File: config.mk
export PLATFORM = sky130hd
export DESIGN_NAME = alu_ejec_micro_flat
export DESIGN_NICKNAME = d
export VERILOG_FILES = /design/src/rtl/alu_ejec_micro_pkg.sv /design/src/rtl/alu_ejec_micro_if.sv /design/src/rtl/alu_ejec_micro_mult.sv /design/src/rtl/alu_ejec_micro.sv /design/src/flat_wrapper.sv
export SDC_FILE = /design/constraint.sdc
export NUM_CORES = 1
export LEC_CHECK = 0
export CORE_MARGIN = 5
export CORE_UTILIZATION = 40
export DETAILED_ROUTE_END_ITERATION = 8
export HOLD_SLACK_MARGIN = 0.06
export PLACE_DENSITY = 0.65
export SYNTH_ARGS = -nofsm -noshare
export SYNTH_HDL_FRONTEND = slang
export SYNTH_HIERARCHICAL = 1
export SYNTH_SLANG_ARGS = --single-unit
File: constraint.sdc
create_clock -name clk -period 7.75 [get_ports clk]
set_input_delay 1.55 -clock clk [delete_from_list [all_inputs] [get_ports clk]]
set_output_delay 1.55 -clock clk [all_outputs]
set_load 0.01 [all_outputs]
File: src/rtl/alu_ejec_micro_pkg.sv
// Shared definitions for the micro execute stage: widths, opcodes, FSM states, flag layout.
package alu_ejec_micro_pkg;

    localparam int DATA_W = 8;
    localparam int ADDR_W = 3;

    typedef enum logic [2:0] {
        OP_ADD = 3'b000,
        OP_SUB = 3'b001,
        OP_AND = 3'b010,
        OP_OR  = 3'b011,
        OP_XOR = 3'b100,
        OP_SHL = 3'b101,
        OP_SHR = 3'b110,
        OP_MUL = 3'b111
    } op_e;

    typedef enum logic [1:0] {
        S_IDLE = 2'd0,
        S_EXEC = 2'd1,
        S_MUL  = 2'd2,
        S_WB   = 2'd3
    } state_e;

    localparam int F_Z = 3;
    localparam int F_C = 2;
    localparam int F_N = 1;
    localparam int F_V = 0;

    function automatic logic [3:0] pack_flags(input logic [DATA_W-1:0] res,
                                              input logic c, input logic v);
        logic [3:0] f;
        f      = '0;
        f[F_Z] = (res == '0);
        f[F_C] = c;
        f[F_N] = res[DATA_W-1];
        f[F_V] = v;
        return f;
    endfunction

endpackage

File: src/rtl/alu_ejec_micro_if.sv
// Control-unit / register-bank side of the execute stage, bundled as one interface.
interface alu_ejec_micro_if #(
    parameter int DATA_W = 8,
    parameter int ADDR_W = 3
);
    logic              start;
    logic [2:0]        op;
    logic [ADDR_W-1:0] rd;
    logic [DATA_W-1:0] Rx;
    logic [DATA_W-1:0] Ry;
    logic              busy;
    logic              done;
    logic              W;
    logic [ADDR_W-1:0] Sel_w;
    logic [DATA_W-1:0] DW;
    logic [3:0]        flags;

    modport master (output start, op, rd, Rx, Ry,
                    input  busy, done, W, Sel_w, DW, flags);
    modport slave  (input  start, op, rd, Rx, Ry,
                    output busy, done, W, Sel_w, DW, flags);
endinterface

File: src/rtl/alu_ejec_micro_mult.sv
// Sequential shift-add multiplier: one partial product per cycle, DATA_W cycles after go.
module mult_sec_micro #(
    parameter int DATA_W = 8
) (
    input  logic                clk,
    input  logic                rst,
    input  logic                go,
    input  logic [DATA_W-1:0]   a,
    input  logic [DATA_W-1:0]   b,
    output logic [2*DATA_W-1:0] prod,
    output logic                fin
);
    localparam int CW = $clog2(DATA_W);
    localparam logic [CW-1:0] LAST = CW'(DATA_W - 1);

    logic                run_q, run_d;
    logic [DATA_W-1:0]   a_q, a_d;
    logic [DATA_W-1:0]   b_q, b_d;
    logic [2*DATA_W-1:0] acc_q, acc_d;
    logic [CW-1:0]       cnt_q, cnt_d;
    logic [2*DATA_W-1:0] acc_next;

    always_ff @(posedge clk or posedge rst) begin
        if (rst) begin
            run_q <= 1'b0;
            a_q   <= '0;
            b_q   <= '0;
            acc_q <= '0;
            cnt_q <= '0;
        end else begin
            run_q <= run_d;
            a_q   <= a_d;
            b_q   <= b_d;
            acc_q <= acc_d;
            cnt_q <= cnt_d;
        end
    end

    always_comb begin
        acc_next = acc_q + (b_q[0] ? ({{DATA_W{1'b0}}, a_q} << cnt_q) : '0);
        run_d    = run_q;
        a_d      = a_q;
        b_d      = b_q;
        acc_d    = acc_q;
        cnt_d    = cnt_q;
        if (go) begin
            run_d = 1'b1;
            a_d   = a;
            b_d   = b;
            acc_d = '0;
            cnt_d = '0;
        end else if (run_q) begin
            acc_d = acc_next;
            b_d   = b_q >> 1;
            cnt_d = cnt_q + 1'b1;
            if (cnt_q == LAST) run_d = 1'b0;
        end
    end

    // prod is the post-step accumulator so the final product is usable in the fin cycle
    assign prod = acc_next;
    assign fin  = run_q && (cnt_q == LAST);

endmodule

File: src/rtl/alu_ejec_micro.sv
// Execute stage of the 8-bit micro: sequencing FSM, single-cycle ALU, writeback and flag registers.
module alu_ejec_micro
    import alu_ejec_micro_pkg::*;
(
    input  logic           clk,
    input  logic           rst,
    alu_ejec_micro_if.slave bus
);
    state_e              state_q, state_d;
    op_e                 op_q, op_d;
    logic [DATA_W-1:0]   a_q, a_d;
    logic [DATA_W-1:0]   b_q, b_d;
    logic [ADDR_W-1:0]   rd_q, rd_d;
    logic [ADDR_W-1:0]   sel_w_q, sel_w_d;
    logic [DATA_W-1:0]   dw_q, dw_d;
    logic [3:0]          flags_q, flags_d;

    logic                mul_go;
    logic                mul_fin;
    logic [2*DATA_W-1:0] mul_prod;
    logic [DATA_W-1:0]   alu_res;
    logic                alu_c;
    logic                alu_v;
    logic [DATA_W:0]     wide;

    mult_sec_micro #(.DATA_W(DATA_W)) u_mult (
        .clk  (clk),
        .rst  (rst),
        .go   (mul_go),
        .a    (bus.Rx),
        .b    (bus.Ry),
        .prod (mul_prod),
        .fin  (mul_fin)
    );

    always_ff @(posedge clk or posedge rst) begin
        if (rst) begin
            state_q <= S_IDLE;
            op_q    <= OP_ADD;
            a_q     <= '0;
            b_q     <= '0;
            rd_q    <= '0;
            sel_w_q <= '0;
            dw_q    <= '0;
            flags_q <= '0;
        end else begin
            state_q <= state_d;
            op_q    <= op_d;
            a_q     <= a_d;
            b_q     <= b_d;
            rd_q    <= rd_d;
            sel_w_q <= sel_w_d;
            dw_q    <= dw_d;
            flags_q <= flags_d;
        end
    end

    always_comb begin
        wide    = '0;
        alu_res = '0;
        alu_c   = 1'b0;
        alu_v   = 1'b0;
        case (op_q)
            OP_ADD: begin
                wide    = {1'b0, a_q} + {1'b0, b_q};
                alu_res = wide[DATA_W-1:0];
                alu_c   = wide[DATA_W];
                alu_v   = (a_q[DATA_W-1] == b_q[DATA_W-1]) && (alu_res[DATA_W-1] != a_q[DATA_W-1]);
            end
            OP_SUB: begin
                // the extra bit of the widened difference is the borrow (A < B unsigned)
                wide    = {1'b0, a_q} - {1'b0, b_q};
                alu_res = wide[DATA_W-1:0];
                alu_c   = wide[DATA_W];
                alu_v   = (a_q[DATA_W-1] != b_q[DATA_W-1]) && (alu_res[DATA_W-1] != a_q[DATA_W-1]);
            end
            OP_AND: alu_res = a_q & b_q;
            OP_OR:  alu_res = a_q | b_q;
            OP_XOR: alu_res = a_q ^ b_q;
            OP_SHL: begin
                alu_res = a_q << 1;
                alu_c   = a_q[DATA_W-1];
            end
            OP_SHR: begin
                alu_res = a_q >> 1;
                alu_c   = a_q[0];
            end
            default: alu_res = '0;
        endcase
    end

    always_comb begin
        state_d = state_q;
        op_d    = op_q;
        a_d     = a_q;
        b_d     = b_q;
        rd_d    = rd_q;
        sel_w_d = sel_w_q;
        dw_d    = dw_q;
        flags_d = flags_q;
        mul_go  = 1'b0;
        case (state_q)
            S_IDLE: begin
                if (bus.start) begin
                    op_d    = op_e'(bus.op);
                    a_d     = bus.Rx;
                    b_d     = bus.Ry;
                    rd_d    = bus.rd;
                    mul_go  = (op_e'(bus.op) == OP_MUL);
                    state_d = mul_go ? S_MUL : S_EXEC;
                end
            end
            S_EXEC: begin
                dw_d    = alu_res;
                flags_d = pack_flags(alu_res, alu_c, alu_v);
                sel_w_d = rd_q;
                state_d = S_WB;
            end
            S_MUL: begin
                if (mul_fin) begin
                    dw_d    = mul_prod[DATA_W-1:0];
                    flags_d = pack_flags(mul_prod[DATA_W-1:0], |mul_prod[2*DATA_W-1:DATA_W], 1'b0);
                    sel_w_d = rd_q;
                    state_d = S_WB;
                end
            end
            S_WB:    state_d = S_IDLE;
            default: state_d = S_IDLE;
        endcase
    end

    assign bus.busy  = (state_q == S_EXEC) || (state_q == S_MUL);
    assign bus.W     = (state_q == S_WB);
    assign bus.done  = (state_q == S_WB);
    assign bus.Sel_w = sel_w_q;
    assign bus.DW    = dw_q;
    assign bus.flags = flags_q;

endmodule

File: src/flat_wrapper.sv
// flat-port wrapper written by rule: the top's interface ports become plain ports
module alu_ejec_micro_flat import alu_ejec_micro_pkg::*;
  (clk, rst, bus_start, bus_op, bus_rd, bus_Rx, bus_Ry, bus_busy, bus_done, bus_W, bus_Sel_w, bus_DW, bus_flags);
  alu_ejec_micro_if #(.DATA_W(8), .ADDR_W(3)) bus_i ();
  input  logic clk;
  input  logic rst;
  input wire logic [$bits(bus_i.start)-1:0] bus_start;
  input wire logic [$bits(bus_i.op)-1:0] bus_op;
  input wire logic [$bits(bus_i.rd)-1:0] bus_rd;
  input wire logic [$bits(bus_i.Rx)-1:0] bus_Rx;
  input wire logic [$bits(bus_i.Ry)-1:0] bus_Ry;
  output wire logic [$bits(bus_i.busy)-1:0] bus_busy;
  output wire logic [$bits(bus_i.done)-1:0] bus_done;
  output wire logic [$bits(bus_i.W)-1:0] bus_W;
  output wire logic [$bits(bus_i.Sel_w)-1:0] bus_Sel_w;
  output wire logic [$bits(bus_i.DW)-1:0] bus_DW;
  output wire logic [$bits(bus_i.flags)-1:0] bus_flags;
  assign bus_i.start = bus_start;
  assign bus_i.op = bus_op;
  assign bus_i.rd = bus_rd;
  assign bus_i.Rx = bus_Rx;
  assign bus_i.Ry = bus_Ry;
  assign bus_busy = bus_i.busy;
  assign bus_done = bus_i.done;
  assign bus_W = bus_i.W;
  assign bus_Sel_w = bus_i.Sel_w;
  assign bus_DW = bus_i.DW;
  assign bus_flags = bus_i.flags;
  alu_ejec_micro u_core (.clk(clk), .rst(rst), .bus(bus_i));
endmodule
==> impl_metrics.ini <==
[clock_network]
clockRootBuffer = clkbuf_16
cts.htree.levels = 3
clk_pin_slew_ns = 0.06
cts_setup_buffers = 0
clkSinkCount = 74
cts_resized = 0
clock_latency_ns = 0.33
postCtsHoldBufs = 0
numCtsBuffers = 9
clockBufferDepth = 2
cts_tree = yes

[flow_run]
maxCapViolCount = 0

[timing]
slew_violations = 0
fmax_ghz = 0.235
setup_violations = 0
fin_skew_ns = 0.00849
fin_crit_sh_pct = 55.0
fin_crit_ns = 4.26
finalSetupTns_ns = 0
worst_pin_slew_ns = 1.06
grt_setup_unrepaired = false
relSlewSlack_pct = 28.9
timing_hold_violations_final = 0
finalWorstSetupSlack_ns = 3.49

[pwr]
switching_share_pct = 19.7
pwr-share-seq_pct = 44.6
vdd_drop_max_mv = 0.115
p_sw_mw = 0.171
p_per_area_mw_per_mm2 = 130
p_clk_share_pct = 52.5
combPwrFrac_pct = 2.9
power_leakage_nw = 2.87
power.internal_mw = 0.696

[global_route]
grt_max_degree = 39
grt_pass1_vias = 4810
grt_antenna_before_repair = 0
grt_first_pass_wirelength_um = 25100
overflow = 0
grt_usage_pct = 18.6

[finish]
multiInputGateArea_mm2 = 0.00368
drive_gt1_share_pct = 11.1
antenna_cells = 0
seqCellArea_mm2 = 0.00185
syn_to_final_growth_pct = 14.0
fin_nets = 736
fill_cells = 1376

[min_path]
hold_depth = 2
hp-class = reg -> reg

[logic_synthesis]
synth_edf_count = 0
synth_flop_cell = dfrtp_1
ys_types = 77
yosys_warnings = 6
synth_cells = 647
synth_area_leaders = dfrtp_1 (32%), ha_1 (9.9%), mux2_2 (7.3%)
synth_seq_area_share_pct = 31.7
synth_top_area_share_pct = 31.7
async_flop_share_pct = 100
yosysTopAreaCell = dfrtp_1
synth_top_cells_by_count = dfrtp_1 (74), nand2_1 (71), ha_1 (46), nor2_1 (46), a21oi_1 (42)
yosysMostFrequentCell = dfrtp_1
synth_nets = 721
yosys_register_bits = 74
syn_avg_cell_area_um2 = 9.02
synth_area_mm2 = 0.00583

[floorplan]
io_pins = 43
die_h_um = 131
die_w_um = 131
core-area_mm2 = 0.0144
initial_core_util_pct = 40.4
fp-row-count = 44
dieArea_mm2 = 0.0171

[route]
drt-pass1-iter-count = 5
drc_errors = 0
via_per_inst = 5.68
vias = 4831
dr.first_iter.drc_count = 415
wire_per_inst_um = 17.7
final_antenna_net_count = 0
drt-total-wl_um = 15000

[setup_path]
critPathCaptureType = flip-flop
crit_fanout = 30
worstPathRequired_ns = 7.96
worst_setup_path_start_kind = primary input
r2r_cells = 14
path_class = in -> reg
cp.arrival_ns = 4.47

[placement]
place_congestion = 0.910
io_buffers = 42
dpl.hpwl_um = 11400
pre_cts_slack_ns = 3.15

[status]
outcome = complete, no violations
worst paths after layout:
| path | slack, ns | from | end |
|---|---|---|---|
| max | 3.49 | bus_start | u_core/u_mult/acc_q[15]$_DFFE_PP0P_ |
| min | 0.46 | u_core/bus.Sel_w[0]$_DFFE_PP0P_ | u_core/bus.Sel_w[0]$_DFFE_PP0P_ |
| max reg2reg | 3.61 | u_core/u_mult/cnt_q[1]$_DFFE_PP0P_ | u_core/bus.flags[2]$_DFFE_PP0P_ |
| min reg2reg | 0.46 | u_core/bus.Sel_w[0]$_DFFE_PP0P_ | u_core/bus.Sel_w[0]$_DFFE_PP0P_ |
| max in group asynchronous | 5.72 | rst | u_core/u_mult/b_q[5]$_DFFE_PP0P_ |
| min in group asynchronous | 1.66 | rst | u_core/bus.DW[5]$_DFFE_PP0P_ |
sequential cells by signal, indices dropped and copies added (netlist names):
register / count
u_core/a_q: 8
u_core/b_q: 8
u_core/bus.DW: 7
u_core/bus.Sel_w: 3
u_core/bus.flags: 4
u_core/op_q: 3
u_core/rd_q: 3
u_core/state_q: 2
u_core/u_mult/a_q: 8
u_core/u_mult/acc_q: 16
u_core/u_mult/b_q: 8
u_core/u_mult/cnt_q: 3
u_core/u_mult/run_q: 1
area by class of cell:
class	count	share of cell area, %
clock inverter	2	0.903
timing repair buffer	47	6.88
sequential	74	27.8
multi-input combinational	501	55.4
clock buffer	13	3.91
tap	184	3.46
inverter	29	1.64
cell usage in the layout, fill, tap and decap left out, types with 13 or more instances in the layout:
cell type         n
nor2b_1          13
nand2_1          71
nor2_1           45
nand3_1          18
inv_1            28
mux2_2           38
mux2i_1          27
clkdlybuf4s50_1  42
a21oi_1          42
xnor2_1          14
ha_1             46
dfrtp_1          74
o21ai_0          29
worst max-delay path, cell delays in order:
cell and delay, ns:
clkdlybuf4s50_1 0.48, nand2_1 0.61, nor2_4 0.71, buf_4 0.39
nand2b_1 0.24, nor2_1 0.08, a211oi_1 0.27, o211ai_2 0.11
stage by stage:
step	total power [mW]	hold slack [ns]	std cells	area, um2	utilization (%)
6_report	0.867	0.460	850	6650	46.1
5_1_grt	0.893	0.491	850	6650	46.1
4_1_cts	0.873	0.467	850	6650	46.1
3_5_place_dp	0.419	0.455	835	6330	43.9
3_3_place_gp	0.419	0.456	835	6330	43.9
2_1_floorplan	0.399	0.440	647	5830	-
kinds of logic after synthesis:
| logic type | share of synthesized area [%] |
|---|---|
| and+or+nand+nor | 17.5 |
| AOI/OAI and AO/OA | 19.2 |
| DFF | 31.7 |
| buffers and inverters | 5.25 |
| muxes | 12.5 |
| adders and majority gates | 10.9 |
| xor gates and xnor gates | 2.85 |
per-layer routing:
| metal | track usage [%] | share of wire, % | vias up | wire [um] |
|---|---|---|---|---|
| met5 | 0 | 0 | - | 0 |
| met4 | 4.66 | 1.2 | 0 | 187 |
| met3 | 3.33 | 5.7 | 17 | 859 |
| met2 | 28.1 | 44 | 129 | 6650 |
| met1 | 27.5 | 49 | 2327 | 7330 |
| li1 | - | - | 2358 | - |
power by group through the flow:
stage                     Sequential (mW)  Combinational (mW)  Clock, mW
after floorplan                     0.393             0.00606          0
after global placement              0.393              0.0256          0
after detailed placement            0.393              0.0259          0
after CTS                           0.386              0.0260      0.460
after global routing                0.386              0.0279      0.479
final                               0.386              0.0249      0.456
(Power assumes the default switching activity.)
